## src/rtl/cache_controller_pkg.sv

```systemverilog
// Shared definitions for the data-cache controller,
// the cache arrays and the SRAM controller.
package cache_controller_pkg;

  typedef enum logic [1:0] {
    IDLE      = 2'd0,
    READ_MISS = 2'd1,
    WRITE     = 2'd2
  } state_e;

  localparam logic [31:0] BASE_ADDR    = 32'd1024;
  localparam int unsigned LINE_BYTES   = 8;
  localparam int unsigned CACHE_ADDR_W = 19;

endpackage

```

## src/rtl/cache_controller_sat_counter.sv

```systemverilog
// Saturating up-counter with enable.
// Sticks at all-ones instead of wrapping.
module sat_counter #(
  parameter int unsigned W = 16
) (
  input  logic         clk_i,
  input  logic         rst_ni,
  input  logic         en_i,
  output logic [W-1:0] cnt_o
);

  logic [W-1:0] cnt_q;
  logic [W-1:0] cnt_d;

  // increment unless already saturated
  always_comb begin
    cnt_d = cnt_q;
    if (en_i && !(&cnt_q)) cnt_d = cnt_q + W'(1);
  end

  // count register
  always_ff @(posedge clk_i or negedge rst_ni) begin
    if (!rst_ni) cnt_q <= '0;
    else         cnt_q <= cnt_d;
  end

  assign cnt_o = cnt_q;

endmodule

```

## src/rtl/cache_controller.sv

```systemverilog
// MEM-stage side of the 2-way data cache: zero-wait hits,
// line fill on load miss, write-through no-allocate stores.
module cache_controller #(
  parameter logic [31:0] BASE_ADDR = cache_controller_pkg::BASE_ADDR,
  parameter int unsigned CNT_W     = 16
) (
  input  logic             clk,
  input  logic             rst,
  input  logic [31:0]      address,
  input  logic [31:0]      wdata,
  input  logic             MEM_R_EN,
  input  logic             MEM_W_EN,
  output logic [31:0]      rdata,
  output logic             ready,
  output logic [18:0]      cache_addr,
  output logic             cache_R_EN,
  output logic             cache_W_EN,
  output logic             cache_invalidate,
  output logic [63:0]      cache_data_in,
  input  logic             cache_hit,
  input  logic [31:0]      cache_data_out,
  output logic [31:0]      sram_address,
  output logic [31:0]      sram_wdata,
  output logic             sram_read,
  output logic             sram_write,
  input  logic [63:0]      sram_rdata,
  input  logic             sram_ready,
  output logic [CNT_W-1:0] hit_count,
  output logic [CNT_W-1:0] miss_count
);

  import cache_controller_pkg::*;

  localparam int unsigned CW = CACHE_ADDR_W;
  localparam logic [31:0] LINE_MASK = ~(LINE_BYTES - 1);

  state_e      state_q;
  state_e      state_d;
  logic [31:0] wdata_q;
  logic [CW-1:0] eff;
  logic [31:0] line_addr;
  logic        hit_inc;
  logic        miss_inc;
  logic        accept_st;

  // only the low cache-address bits of the offset are ever used
  assign eff        = address[CW-1:0] - BASE_ADDR[CW-1:0];
  assign cache_addr = eff;
  assign line_addr  = address & LINE_MASK;
  assign cache_data_in = sram_rdata;

  // next state and output decode; hit path is combinational
  always_comb begin
    state_d          = state_q;
    ready            = 1'b0;
    rdata            = '0;
    cache_R_EN       = 1'b0;
    cache_W_EN       = 1'b0;
    cache_invalidate = 1'b0;
    sram_address     = '0;
    sram_wdata       = '0;
    sram_read        = 1'b0;
    sram_write       = 1'b0;
    hit_inc          = 1'b0;
    miss_inc         = 1'b0;
    accept_st        = 1'b0;
    unique case (state_q)
      IDLE: begin
        ready = 1'b1;
        if (MEM_W_EN) begin
          accept_st        = 1'b1;
          cache_invalidate = 1'b1;
          sram_write       = 1'b1;
          sram_address     = address;
          sram_wdata       = wdata;
          ready            = 1'b0;
          state_d          = WRITE;
        end else if (MEM_R_EN) begin
          cache_R_EN = 1'b1;
          if (cache_hit) begin
            rdata   = cache_data_out;
            hit_inc = 1'b1;
          end else begin
            ready    = 1'b0;
            miss_inc = 1'b1;
            state_d  = READ_MISS;
          end
        end
      end
      READ_MISS: begin
        sram_read    = 1'b1;
        sram_address = line_addr;
        if (sram_ready) begin
          cache_W_EN = 1'b1;
          rdata      = eff[2] ? sram_rdata[63:32]
                              : sram_rdata[31:0];
          ready      = 1'b1;
          state_d    = IDLE;
        end
      end
      WRITE: begin
        sram_write   = 1'b1;
        sram_address = address;
        sram_wdata   = wdata_q;
        if (sram_ready) begin
          ready   = 1'b1;
          state_d = IDLE;
        end
      end
      default: state_d = IDLE;
    endcase
  end

  // FSM state and captured store word
  always_ff @(posedge clk or negedge rst) begin
    if (!rst) begin
      state_q <= IDLE;
      wdata_q <= '0;
    end else begin
      state_q <= state_d;
      if (accept_st) wdata_q <= wdata;
    end
  end

  sat_counter #(.W(CNT_W)) u_hit_cnt (
    .clk_i  (clk),
    .rst_ni (rst),
    .en_i   (hit_inc),
    .cnt_o  (hit_count)
  );

  sat_counter #(.W(CNT_W)) u_miss_cnt (
    .clk_i  (clk),
    .rst_ni (rst),
    .en_i   (miss_inc),
    .cnt_o  (miss_count)
  );

endmodule
```

## config.mk

```make
export PLATFORM = sky130hd
export DESIGN_NAME = cache_controller
export DESIGN_NICKNAME = d
export VERILOG_FILES = /design/src/rtl/cache_controller_pkg.sv /design/src/rtl/cache_controller_sat_counter.sv /design/src/rtl/cache_controller.sv
export SDC_FILE = /design/constraint.sdc
export NUM_CORES = 1
export LEC_CHECK = 0
export CORE_AREA = 8 8 143 145
export CTS_CLUSTER_DIAMETER = 60
export DETAILED_ROUTE_END_ITERATION = 10
export DIE_AREA = 0 0 151 153
export PLACE_DENSITY = 0.68
export SYNTH_ARGS = -nofsm -noshare
export SYNTH_HDL_FRONTEND = slang
export SYNTH_SLANG_ARGS = --single-unit
```

## constraint.sdc

```tcl
create_clock -name clk -period 5.77 [get_ports clk]
set_input_delay 1.731 -clock clk [delete_from_list [all_inputs] [get_ports clk]]
set_output_delay 1.731 -clock clk [all_outputs]
set_load 0.05 [all_outputs]
```

==> results.tsv <==
metric	value	unit
Slew headroom	42.1	%
top cells by area, synth	dfrtp_1 (34%), buf_4 (12%), mux2_2 (7.6%)	
placer congestion estimate	0.905	
RSZ-0062 raised after global routing	false	
actual slew at the worst max-slew pin	0.868	ns
largest area contributor in the netlist	dfrtp_1	
core area	18300	µm²
Largest delay share family, worst path	buffers and inverters	
crit-path max FO	4	
Worst-path clk slew	0.05	ns
Max Slew Vio Count	0	
Die Y	153	µm
async set-or-reset flop fraction in the synthesized netlist	100	%
total gr overflow	0	
GRT met2 Usage	31.3	%
die area	23100	µm²
PD cells	431	nW/µm²
syn_area_per_cell	9.38	µm²
GR Layer Usage met3	6.67	%
Post-Synth Adder-Cell Area	2.05	%
EDFF count, synth	0	
maximum VDD drop	0.318	mV
PostCTS Resize Cnt	0	
first-pass GRT wire length	31900	µm
final setup violation count	0	
CP Buf/Inv Count	3	
Lkg Pwr	4.03	nW
vias in the first global route	5078	
post-synthesis sequential area ratio	33.8	%
most frequent cell after synthesis	buf_4	
CTS tree	done	
Crit Path Class	primary input to output pin	
worst-path cell chain	clkdlybuf4s50_1 > inv_1 > ha_1 > nand2_1 > xnor2_1 > clkdlybuf4s50_1	
clock latency on the worst-skew pair	0.33	ns
postcts setup bufs	0	
Worst setup endpoint	cache_addr[14]	
Post-Synth Simple-Gate Area	17.8	%
die width	151	µm
worst min-delay path class	register to register	
GR Layer Usage met1	20.9	%
#FFs+latches synth	66	
DP HPWL	18200	µm
Final Hold Vio Count	0	
layout cells sized above 1	20.6	%
Syn Inst Count	520	
Critical Path AT	3.65	ns
antenna violations before repair	5	
worst min-delay path startpoint	wdata_q[27]	
Netlist Area Pre-Place	4880	µm²
starting density of the core	26.7	%
Cell variety after synth	41	
P&R area growth vs syn	95.8	%
DRC Markers	0	
CTS root buf	clkbuf_16	
Min Hold Slack	0.505	ns
R2R Path End	u_hit_cnt.cnt_o[11]	
Compound-Gate Fraction of Synth Area	11.1	%
largest family of logic cells by synthesized area	simple AND/OR/NAND/NOR gates	
final wirelength	21800	µm
Worst Path Required	4.04	ns
Critical Path Slowest Stage Cell	clkdlybuf4s50_1	
ys flop type	dfrtp_1	
Top cell by count, worst path	clkdlybuf4s50_1	
Top Ports	383	
Port Buffers	382	
CP Depth	6	
Max clock buf depth	2	
via count	4921	
Crit Reg-Reg Startpoint	state_q[0]	
Num Clock Sinks	66	
CP Capture Type	output pin	
Final Net Count	995	
Layout Skew	0.00578	ns
DR iter-0 viols	175	
syn nets	694	
Detail Route Antenna Nets	0	
Rows	50	
max_cap viols	0	
yosys warns	0	
routed length per instance	20.5	µm
Num CTS Buffers	9	
post-DR vias/cell	4.63	
setup slack, reg-to-reg	3.39	ns
hold-fix buffers at CTS	0	
GR peak layer	met2	
max incr delay on CP	0.82	ns
xor/xnor cell area share of the yosys netlist	5.56	%
post-synth top area share	33.8	%
Final Util	52.3	%
setup TNS	0	ns
largest net degree at the start of global routing	67	
Startpoint Class	primary input	
Register-to-Register Path Depth	7	
H-tree Lvls	3	
status	complete, no violations	
mux cell area share after synthesis	15.1	%
GRT Resource Usage Total	18.2	%
Final period util	93.3	%
drt first pass iters	4	
critical path startpoint	address[10]	
Commonest cells post-synth	buf_4 (76), dfrtp_1 (66), nand2_1 (48)	
max frequency	186	MHz
post-route minimum period	5.39	ns
-- per-stage QoR --
| stage | std cells | area (µm²) | setup WS, ns | total power, mW |
|---|---|---|---|---|
| global placement | 1044 | 9220 | 0.445 | 3.55 |
| global route | 1060 | 9550 | 0.311 | 4.29 |
| CTS | 1060 | 9550 | 0.387 | 4.16 |
| detailed placement | 1044 | 9220 | 0.393 | 3.57 |
| finish | 1062 | 9550 | 0.384 | 4.11 |
| floorplan | 520 | 4880 | 0.596 | 2.28 |
-- registers in the layout, summed over array words and instances (netlist names) --
signal and cells:
u_hit_cnt.cnt_o 16, state_q 2, wdata_q 32, u_miss_cnt.cnt_o 16
-- power by group --
part / internal, mW / leakage, nW / total (mW) / switching [mW]
combinational: 1.23 / 3.06 / 2.83 / 1.60
clock: 0.381 / 0.154 / 0.577 / 0.195
sequential: 0.610 / 0.824 / 0.709 / 0.0998
total: 2.22 / 4.03 / 4.11 / 1.89
-- kinds of logic after synthesis --
group,after synthesis
AO/OA/AOI/OAI,79
flip-flops,66
buffers and inverters,110
XOR/XNOR,31
AND/OR/NAND/NOR,157
adder cells (fa/ha/maj),8
multiplexers,69
-- metal layers --
| metal | vias to the layer above | share of wire [%] |
|---|---|---|
| met5 | - | 0.16 |
| met4 | 6 | 1.5 |
| met3 | 28 | 8.9 |
| met2 | 232 | 50 |
| met1 | 2283 | 39 |
| li1 | 2372 | - |
-- cell type report --
| cell class | instances | area (µm²) |
|---|---|---|
| Multi-Input combinational cell | 344 | 2520 |
| Antenna cell | 2 | 5.00 |
| Sequential cell | 66 | 1650 |
| Clock buffer | 13 | 280 |
| Timing Repair Buffer | 391 | 4730 |
| Fill cell | 1597 | 8710 |
| Clock inverter | 3 | 45.0 |
| Tap cell | 234 | 293 |
| Inverter | 9 | 33.8 |
-- cells in the final DEF (no fill, tap or decap), types with 3 or more instances in the layout --
| cell | synthesis | final |
|---|---|---|
| a22o_1 | 33 | 33 |
| nor2_1 | 10 | 10 |
| buf_12 | 0 | 88 |
| a21oi_1 | 6 | 6 |
| o21ai_0 | 35 | 35 |
| and2_1 | 32 | 31 |
| nand3_1 | 9 | 9 |
| nand4_1 | 12 | 12 |
| clkbuf_8 | 0 | 4 |
| nor4_1 | 6 | 6 |
| nor3_1 | 15 | 15 |
| clkbuf_16 | 0 | 9 |
| mux2_2 | 33 | 33 |
| buf_4 | 76 | 23 |
| nand2_1 | 48 | 48 |
| nand2b_1 | 4 | 4 |
| xor2_1 | 18 | 18 |
| clkdlybuf4s50_1 | 0 | 278 |
| ha_1 | 8 | 8 |
| dfrtp_1 | 66 | 66 |
| inv_1 | 9 | 9 |
| xnor2_1 | 13 | 13 |
| and3_1 | 5 | 5 |
| and4_1 | 3 | 3 |
| mux2i_1 | 34 | 34 |
-- how the worst min path moves through the flow --
stage | slack (ns) | end | cells past startpoint
after floorplan | 0.48 | wdata_q[0] | 1
after global placement | 0.49 | wdata_q[4] | 1
after detailed placement | 0.50 | wdata_q[24] | 1
after CTS | 0.51 | wdata_q[27] | 1
after global routing | 0.51 | wdata_q[31] | 1
final | 0.51 | wdata_q[27] | 1
-- worst register-to-register path, cell delays in order (launching register included) --
cell	delay, ns
dfrtp_1	0.41
inv_1	0.12
ha_1	0.28
and4b_1	0.21
buf_4	0.39
and3_1	0.39
nand4_1	0.13
mux2_1	0.32
(Power assumes the default switching activity.)
